[config.mk]
export PLATFORM = sky130hd
export DESIGN_NAME = uart_word_tx
export DESIGN_NICKNAME = d
export VERILOG_FILES = /design/src/rtl/uart_pkg.sv /design/src/rtl/uart_baud_tick.sv /design/src/rtl/uart_word_tx.sv
export SDC_FILE = /design/constraint.sdc
export NUM_CORES = 1
export LEC_CHECK = 0
export ABC_AREA = 0
export ABC_CLOCK_PERIOD_IN_PS = 1600
export BUFFER_PORTS_ARGS = -buffer_cell sky130_fd_sc_hd__buf_2
export CAP_MARGIN = 20
export CORE_ASPECT_RATIO = 0.5
export CORE_UTILIZATION = 50
export DETAILED_ROUTE_END_ITERATION = 8
export MAX_ROUTING_LAYER = met4
export PLACE_DENSITY = 0.8
export SYNTH_ARGS = -nofsm -noshare
export SYNTH_HDL_FRONTEND = slang
export SYNTH_SLANG_ARGS = --single-unit
[constraint.sdc]
create_clock -name clk -period 1.6 [get_ports clk]
set_input_delay 0.08 -clock clk [delete_from_list [all_inputs] [get_ports clk]]
set_output_delay 0.08 -clock clk [all_outputs]
set_load 0.05 [all_outputs]
[src/rtl/uart_pkg.sv]
// Shared UART definitions for the word transmitter and the loader-side receiver.
// UART_TX_PARITY_EN adds the even-parity state to the transmitter state set.
package uart_pkg;

    localparam int   UART_CLKS_PER_BIT = 16;
    localparam int   UART_DATA_BITS    = 8;
    localparam logic UART_START_BIT    = 1'b0;
    localparam logic UART_STOP_BIT     = 1'b1;

    typedef enum logic [2:0] {
        ST_IDLE,
        ST_START,
        ST_DATA,
        ST_STOP
`ifdef UART_TX_PARITY_EN
        , ST_PARITY
`endif
    } uart_tx_state_t;

endpackage

[src/rtl/uart_baud_tick.sv]
// Bit-period timer: tick is high on the last cycle of every CLKS_PER_BIT-cycle bit.
// Holding clear parks the count at zero so the first bit after release is full length.
module uart_baud_tick #(
    parameter int CLKS_PER_BIT = 16
) (
    input  logic clk,
    input  logic rst,
    input  logic clear,
    output logic tick
);

    localparam int CW = (CLKS_PER_BIT > 1) ? $clog2(CLKS_PER_BIT) : 1;
    localparam logic [CW-1:0] LAST = CW'(CLKS_PER_BIT - 1);

    logic [CW-1:0] cnt_q, cnt_d;

    always_ff @(posedge clk or negedge rst) begin
        if (!rst) begin
            cnt_q <= '0;
        end else begin
            cnt_q <= cnt_d;
        end
    end

    always_comb begin
        cnt_d = cnt_q + CW'(1);
        if (clear || cnt_q == LAST) begin
            cnt_d = '0;
        end
    end

    assign tick = !clear && (cnt_q == LAST);

endmodule

[src/rtl/uart_word_tx.sv]
// Sends one WORD_BYTES-wide word as back-to-back 8N1 frames, least significant byte first.
// Define UART_TX_PARITY_EN to append an even-parity bit to every frame (8E1).
//
// state  | meaning
// IDLE   | line at mark, ready for a new word
// START  | start bit of the current byte
// DATA   | data bits, LSB first
// PARITY | even parity of the current byte (UART_TX_PARITY_EN only)
// STOP   | stop bit; chains straight into the next byte's START
module uart_word_tx
    import uart_pkg::*;
#(
    parameter int CLKS_PER_BIT = UART_CLKS_PER_BIT,
    parameter int WORD_BYTES   = 4
) (
    input  logic                      clk,
    input  logic                      rst,
    input  logic [8*WORD_BYTES-1:0]   word_in,
    input  logic                      word_valid,
    output logic                      word_ready,
    output logic                      tx,
    output logic                      busy,
    output logic                      done
);

    localparam int BW = (WORD_BYTES > 1) ? $clog2(WORD_BYTES) : 1;
    localparam logic [BW-1:0] LAST_BYTE = BW'(WORD_BYTES - 1);
    localparam logic [2:0]    LAST_BIT  = 3'(UART_DATA_BITS - 1);

    uart_tx_state_t          state_q, state_d;
    logic [8*WORD_BYTES-1:0] shreg_q, shreg_d;
    logic [2:0]              bit_idx_q, bit_idx_d;
    logic [BW-1:0]           byte_idx_q, byte_idx_d;
    logic                    tick;
    logic [7:0]              byte_cur;

    assign byte_cur = shreg_q[7:0];

    uart_baud_tick #(
        .CLKS_PER_BIT(CLKS_PER_BIT)
    ) u_baud (
        .clk  (clk),
        .rst  (rst),
        .clear(state_q == ST_IDLE),
        .tick (tick)
    );

    always_ff @(posedge clk or negedge rst) begin
        if (!rst) begin
            state_q    <= ST_IDLE;
            shreg_q    <= '0;
            bit_idx_q  <= '0;
            byte_idx_q <= '0;
        end else begin
            state_q    <= state_d;
            shreg_q    <= shreg_d;
            bit_idx_q  <= bit_idx_d;
            byte_idx_q <= byte_idx_d;
        end
    end

    always_comb begin
        state_d    = state_q;
        shreg_d    = shreg_q;
        bit_idx_d  = bit_idx_q;
        byte_idx_d = byte_idx_q;
        case (state_q)
            ST_IDLE: begin
                if (word_valid) begin
                    state_d    = ST_START;
                    shreg_d    = word_in;
                    bit_idx_d  = '0;
                    byte_idx_d = '0;
                end
            end
            ST_START: begin
                if (tick) begin
                    state_d   = ST_DATA;
                    bit_idx_d = '0;
                end
            end
            ST_DATA: begin
                if (tick) begin
                    bit_idx_d = bit_idx_q + 3'd1;
                    if (bit_idx_q == LAST_BIT) begin
`ifdef UART_TX_PARITY_EN
                        state_d = ST_PARITY;
`else
                        state_d = ST_STOP;
`endif
                    end
                end
            end
`ifdef UART_TX_PARITY_EN
            ST_PARITY: begin
                if (tick) begin
                    state_d = ST_STOP;
                end
            end
`endif
            ST_STOP: begin
                if (tick) begin
                    if (byte_idx_q == LAST_BYTE) begin
                        state_d = ST_IDLE;
                    end else begin
                        // Next byte moves into the low lane; no idle gap between frames.
                        state_d    = ST_START;
                        byte_idx_d = byte_idx_q + BW'(1);
                        shreg_d    = shreg_q >> 8;
                    end
                end
            end
            default: state_d = ST_IDLE;
        endcase
    end

    always_comb begin
        tx         = UART_STOP_BIT;
        word_ready = 1'b0;
        busy       = 1'b1;
        done       = 1'b0;
        case (state_q)
            ST_IDLE: begin
                word_ready = 1'b1;
                busy       = 1'b0;
            end
            ST_START:  tx = UART_START_BIT;
            ST_DATA:   tx = byte_cur[bit_idx_q];
`ifdef UART_TX_PARITY_EN
            ST_PARITY: tx = ^byte_cur;
`endif
            ST_STOP:   done = tick && (byte_idx_q == LAST_BYTE);
            default:   tx = UART_STOP_BIT;
        endcase
    end

endmodule

## Yosys cells after proc, flatten, opt, wreduce, memory -nomap -nowiden

Cells that the tools add are included.

| operators by class | value |
|---|---|
| eq/ne operators | 12 |
| add/subtract/negate cells | 3 |
| $lt $le $gt $ge | 1 |
| reductions and logical operators | 10 |
| mux-type cells | 26 |

Operators with widths:

| kind | count |
|---|---|
| 2-to-1 mux 32 bit | 3 |
| one-hot mux 32 bit (2 select lines) | 1 |
| 2-to-1 mux 3 bit | 8 |
| inequality test 2 bit (second input constant) | 6 |
| one-hot mux 3 bit (4 select lines) | 1 |
| one-hot mux 3 bit (3 select lines) | 1 |
| AND reduction 4 bit | 2 |
| equality test 3 x 2 -> 1 bit (second input constant) | 2 |
| 2-to-1 mux 2 bit | 3 |
| 2-to-1 mux 1 bit | 5 |
| AND reduction 5 bit | 1 |
| adder 4 x 1 -> 4 bit (second input constant) | 1 |
| equality test 4 bit (second input constant) | 1 |
| < comparator 3 x 4 -> 1 bit (second input constant) | 1 |
| 2-to-1 mux 4 bit | 1 |
| one-hot mux 2 bit (2 select lines) | 1 |
| adder 3 x 1 -> 3 bit (second input constant) | 1 |
| binary-select mux 1 bit (select 3 bit) | 1 |
| equality test 3 x 1 -> 1 bit (second input constant) | 1 |
| equality test 3 bit (second input constant) | 1 |
| logical NOT 3 bit | 1 |
| nonzero test 3 bit | 1 |
| adder 2 x 1 -> 2 bit (second input constant) | 1 |
| equality test 2 bit (second input constant) | 1 |
| other kinds (5) | 6 |

| storage, ports and cells | value |
|---|---|
| register bits after elaboration | 44 |
| logic and storage cells | 57 |
| input bits | 35 |
| output and inout bits | 4 |

## Logic depth before layout (Yosys ltp)

| depth | value |
|---|---|
| word-level depth | 5 |
| depth in mapped cells | 8 |
| depth with buffers taken out | 6 |

## By module

From an unflattened synthesis, not the netlist that was laid out.

| second synthesis, totals | value |
|---|---|
| cells, all modules | 184 |
| area total of the unflattened synthesis | 2351.0 um2 |

Modules (own cells, without submodules):

| module | times used | area each (um2) | sequential area each (um2) | cells an instance |
|---|---|---|---|---|
| uart_word_tx | 1 | 2175.8 | 975.9 | 169 |
| uart_baud_tick | 1 | 175.2 | 100.1 | 15 |

## Least setup slack after synthesis

OpenSTA, ideal clock, no wires.

| path | value |
|---|---|
| kind | flip-flop to output port |
| start point | register state_q[0] |
| end point | output port done |
| data required time | 1520 ps |
| stages on the path, launching flop included | 6 |
| buffers on the path | 1 |
| slack | -933 ps |
| arrival | 2453 ps |
| cells stage by stage | dfrtp_1 -> inv_1 -> ha_1 -> buf_4 -> nand4b_1 -> nor3_1 |

| on the way | value |
|---|---|
| longest elaborated chain between the ends | 5 |
| elaborated cells between the ends (all ways) | 6 |
| those cells by class | 1 x eq/ne; 1 x mux; 4 x reduce/logical |

RTL lines:

| element | line | RTL |
|---|---|---|
| from (decl) | uart_word_tx.sv:30 | `uart_tx_state_t state_q, state_d;` |
| from (signal assigned) | uart_word_tx.sv:55 | `state_q <= state_d;` |
| logical NOT 3 bit | uart_word_tx.sv:44 | `.clear(state_q == ST_IDLE),` |
| logical NOT 1 bit | uart_baud_tick.sv:32 | `assign tick = !clear && (cnt_q == LAST);` |
| logical AND 1 bit | uart_baud_tick.sv:32 |  |
| logical AND 1 bit | uart_word_tx.sv:132 | `ST_STOP: done = tick && (byte_idx_q == LAST_BYTE);` |
| 2-to-1 mux 1 bit (*) | uart_word_tx.sv:122 | `case (state_q)` |
| to (decl) | uart_word_tx.sv:23 | `output logic done` |

Every way passes the cells marked *; elsewhere a longest branch is shown, timed or not.

## Final worst setup path

| path | value |
|---|---|
| start point | register state_q[1] |
| end point | output port done |

The elaborated chain is that of the path after synthesis.

==> out/qor.tcl <==
set qor(tritoncts) {done}
set qor(critPathMaxStageDelay_ns) 0.43
set qor(ioPinCount) 39
set qor(grt_setup_unrepaired) {yes}
set qor(grt_pass1_wl_um) 11120
set qor(period_minus_ws_final_ns) 1.836
set qor(cts-root-buf) {clkbuf_8}
set qor(finish.cell_count_without_fillers) 324
set qor(tritoncts_buffer_count) 5
set qor(netlist_instances) 197
set qor(number_of_global_route_vias_before_repair) 2139
set qor(vias) 2349
set qor(hold_violations) 0
set qor(failing_checks) {negative setup slack}
set qor(clock_sinks) 43
set qor(cts.reportedPaths.clkPinSlew_ns) 0.09
set qor(timing.max_cap.violations) 0
set qor(core_region_area_um2) 4024
set qor(post_layout_inst_area_um2) 3367
set qor(crit-reg2reg-launch) {state_q[0]}
set qor(clock_insertion_delay_worst_skew_ns) 0.32
set qor(dp_cells) 292
set qor(critical_path_required_ns) 1.52
set qor(synthesis.yosys.warnings) 0
set qor(max-clock-path-buffers) 2
set qor(timing.hold.worst.start) {word_in[25]}
set qor(io_buffer_count) 38
set qor(final.hold.worst_slack_ns) 0.003105
set qor(final_max_slew_viol_count) 0
set qor(avgRoutedWirePerCell_um) 26.52
set qor(detailed_place.area_um2) 2515
set qor(timing.final.setup_violations) 42
set qor(peakVddDrop_v) 0.0004489
set qor(hold-path-endpoint) {shreg_q[25]}
set qor(area_growth_syn_to_layout_pct) 55.82
set qor(post-route-period-util_pct) 114.7
set qor(avgViaCountPerCell) 7.250
set qor(ant_nets) 0
set qor(path_buf_inv) 2
set qor(rr_endpoint) {shreg_q[2]}
set qor(r2r.worst_path.cells) 8
set qor(place_hpwl_um) 3680
set qor(die_y_um) 48.49
set qor(crit_path_start_kind) {flop}
set qor(ys.flop_type) {dfrtp_1}
set qor(syn-mean-instance-area_um2) 10.97
set qor(outcome) {complete, but fails checks}
set qor(yosysUniqueCellTypes) 37
set qor(num_antenna_cells) 0
set qor(synth_edf_count) 0
set qor(finalWorstSetupSlack_ns) -0.2358
set qor(share_of_async_settable_or_async_resettable_flops_after_synthesis_pct) 100.0
set qor(critical_path.cell_chain) {inv_2, ha_4, nand4b_1, nor3_2, buf_6}
set qor(synth_seq_cells) 43
set qor(path_max_fanout) 5
set qor(groute.usage.overall_pct) 34.17
set qor(worstMarginPinSlew_ns) 0.3959
set qor(min_path_cells) 2
set qor(finalClockSkew_ns) 0.009899
set qor(drt_wl_total_um) 8592
set qor(criticalPathCategory) {flop to primary output}
set qor(drive_above_1_share_pct) 56.67
set qor(start_util_pct) 53.70
set qor(hold_path_class) {input pin to flop}
set qor(pwr_per_cell_area_nw_per_um2) 582.6
set qor(final_nets) 312
set qor(maximum_number_of_pins_on_one_net_before_global_route_repair) 44
set qor(worstSetupEndpointType) {primary output}
set qor(seq_area_frac_synth_pct) 49.80
set qor(leakage_nw) 1.426
set qor(post-route-drc-count) 0
set qor(row_count) 16
set qor(critPathSlowestCell) {dfrtp_1}
set qor(number_of_levels_in_the_clock_h_tree) 2
set qor(horizontal_die_dimension_um) 94.97
set qor(worstPathArrival_ns) 1.76
set qor(maxSlewHeadroom_pct) 73.40
set qor(pre_cts_slack_ns) -0.1189
set qor(cp_top_family) {simple AND/OR/NAND/NOR gates}
set qor(globalRouteOverflowTotal) 0
set qor(globalplace.congestion) 0.7736
set qor(drtIter0Drc) 274
set qor(ff2ff_setup_slack_ns) -0.23
set qor(detailedRoute.firstPassIterationCount) 5
set qor(fmaxAchievable_mhz) 544.7
set qor(synthesis.area_um2) 2161
set qor(total_power_w) 0.001961
set qor(antenna_found_initial) 0
set qor(die_area_um2) 4605
set qor(mappedNetlistNets) 240
## worst max-delay path by stage
stage / from / endpoint / depth (start not counted)
2_1_floorplan: state_q[1] / done / 5
3_3_place_gp: state_q[0] / shreg_q[26] / 6
3_5_place_dp: state_q[1] / shreg_q[25] / 6
4_1_cts: bit_idx_q[0] / tx / 4
5_1_grt: state_q[1] / done / 5
6_report: state_q[1] / done / 5
## cells in the final DEF (no fill, tap or decap), types with 2 or more instances in the layout
| cell type | instances |
|---|---|
| a21oi_1 | 9 |
| a21oi_2 | 17 |
| a22o_1 | 8 |
| a22oi_1 | 2 |
| buf_12 | 4 |
| buf_16 | 3 |
| buf_2 | 35 |
| buf_4 | 18 |
| buf_6 | 9 |
| clkbuf_8 | 6 |
| dfrtp_1 | 41 |
| dfrtp_2 | 2 |
| dlygate4sd3_1 | 7 |
| ha_1 | 6 |
| ha_4 | 2 |
| inv_1 | 2 |
| inv_2 | 3 |
| mux2i_1 | 4 |
| nand3_1 | 3 |
| nand4_4 | 2 |
| nand4b_1 | 2 |
| nor2_4 | 2 |
| nor3_1 | 3 |
| o21ai_0 | 2 |
| o22ai_1 | 18 |
| o22ai_2 | 18 |
| o22ai_4 | 12 |
| o2bb2ai_1 | 2 |
## synthesized netlist by cell type (2+ instances only)
cell type	count	area [um2]
o22ai_1	48	300.3
dfrtp_1	43	1076
a21oi_1	26	130.1
a22o_1	8	70.07
ha_1	8	100.1
inv_1	7	26.28
buf_4	6	45.04
mux2i_1	5	50.05
nand3_1	4	20.02
nor3_1	4	20.02
buf_2	3	15.01
clkbuf_1	3	11.26
o21ai_0	3	15.01
o2bb2ai_1	3	26.28
a22oi_1	2	15.01
nand4b_1	2	17.52
nor2_1	2	7.510
## routing by layer
metal / track usage, % / up-vias / part of all wire [%]
li1: - / 942 / -
met1: 42.04 / 1178 / 42
met2: 48.80 / 180 / 44
met3: 10.22 / 49 / 9.4
met4: 22.73 / 0 / 4.8
met5: - / - / 0
## worst reg2reg max path: stages, from the launching register on
cell and delay [ns]:
dfrtp_2 0.46, ha_4 0.18, buf_6 0.14, and2_4 0.15, nor2_4 0.19, buf_6 0.17, buf_12 0.16, o22ai_1 0.10
a21oi_1 0.20
## report_power, final
| group | internal [W] | switching (W) |
|---|---|---|
| Combinational | 0.0000534 | 0.0000542 |
| Clock | 0.000353 | 0.000415 |
| Sequential | 0.00109 | 0 |
| Total | 0.00149 | 0.000469 |
## area by class of cell
type                    count  area, um2
clock buffers               6      82.58
multi-input cells         136       1448
flip-flops and latches     43       1079
repair buffers             76      644.4
clock inverters             2      13.76
inverters                   7      32.53
fillers                   165      656.9
well taps                  54      67.56
## kinds of logic after synthesis
logic type	count (synthesis)	synth area share [%]
buffers and inverters	20	5.037
muxes	7	4.053
adders and majority gates	8	4.632
xor gates and xnor gates	1	0.4054
and+or+nand+nor	22	7.644
AOI/OAI and AO/OA	96	28.43
DFF	43	49.80
## registers in the layout, indices dropped and copies added, names as in the netlist
register,flops
shreg_q,32
state_q,2
byte_idx_q,2
bit_idx_q,3
u_baud.cnt_q,4
## stage by stage
step / setup TNS, ns / util (%)
floorplan: -4.521 / -
CTS: -0.4320 / 73.82
detailed placement: -1.724 / 62.50
finish: -4.869 / 83.68
global placement: -0.2165 / 62.50
global route: -6.634 / 83.68
## what timing repair did
item | 4_1_cts | 5_1_grt
gates cloned | 4 | 1
resized for setup | 31 | 64
setup endpoints to repair | 36 | 42
buffers inserted | 7 | 5
hold endpoints to repair | 49 | 0
pin swaps | 3 | 6
hold buffers | 7 | 0
(Power assumes the default switching activity.)
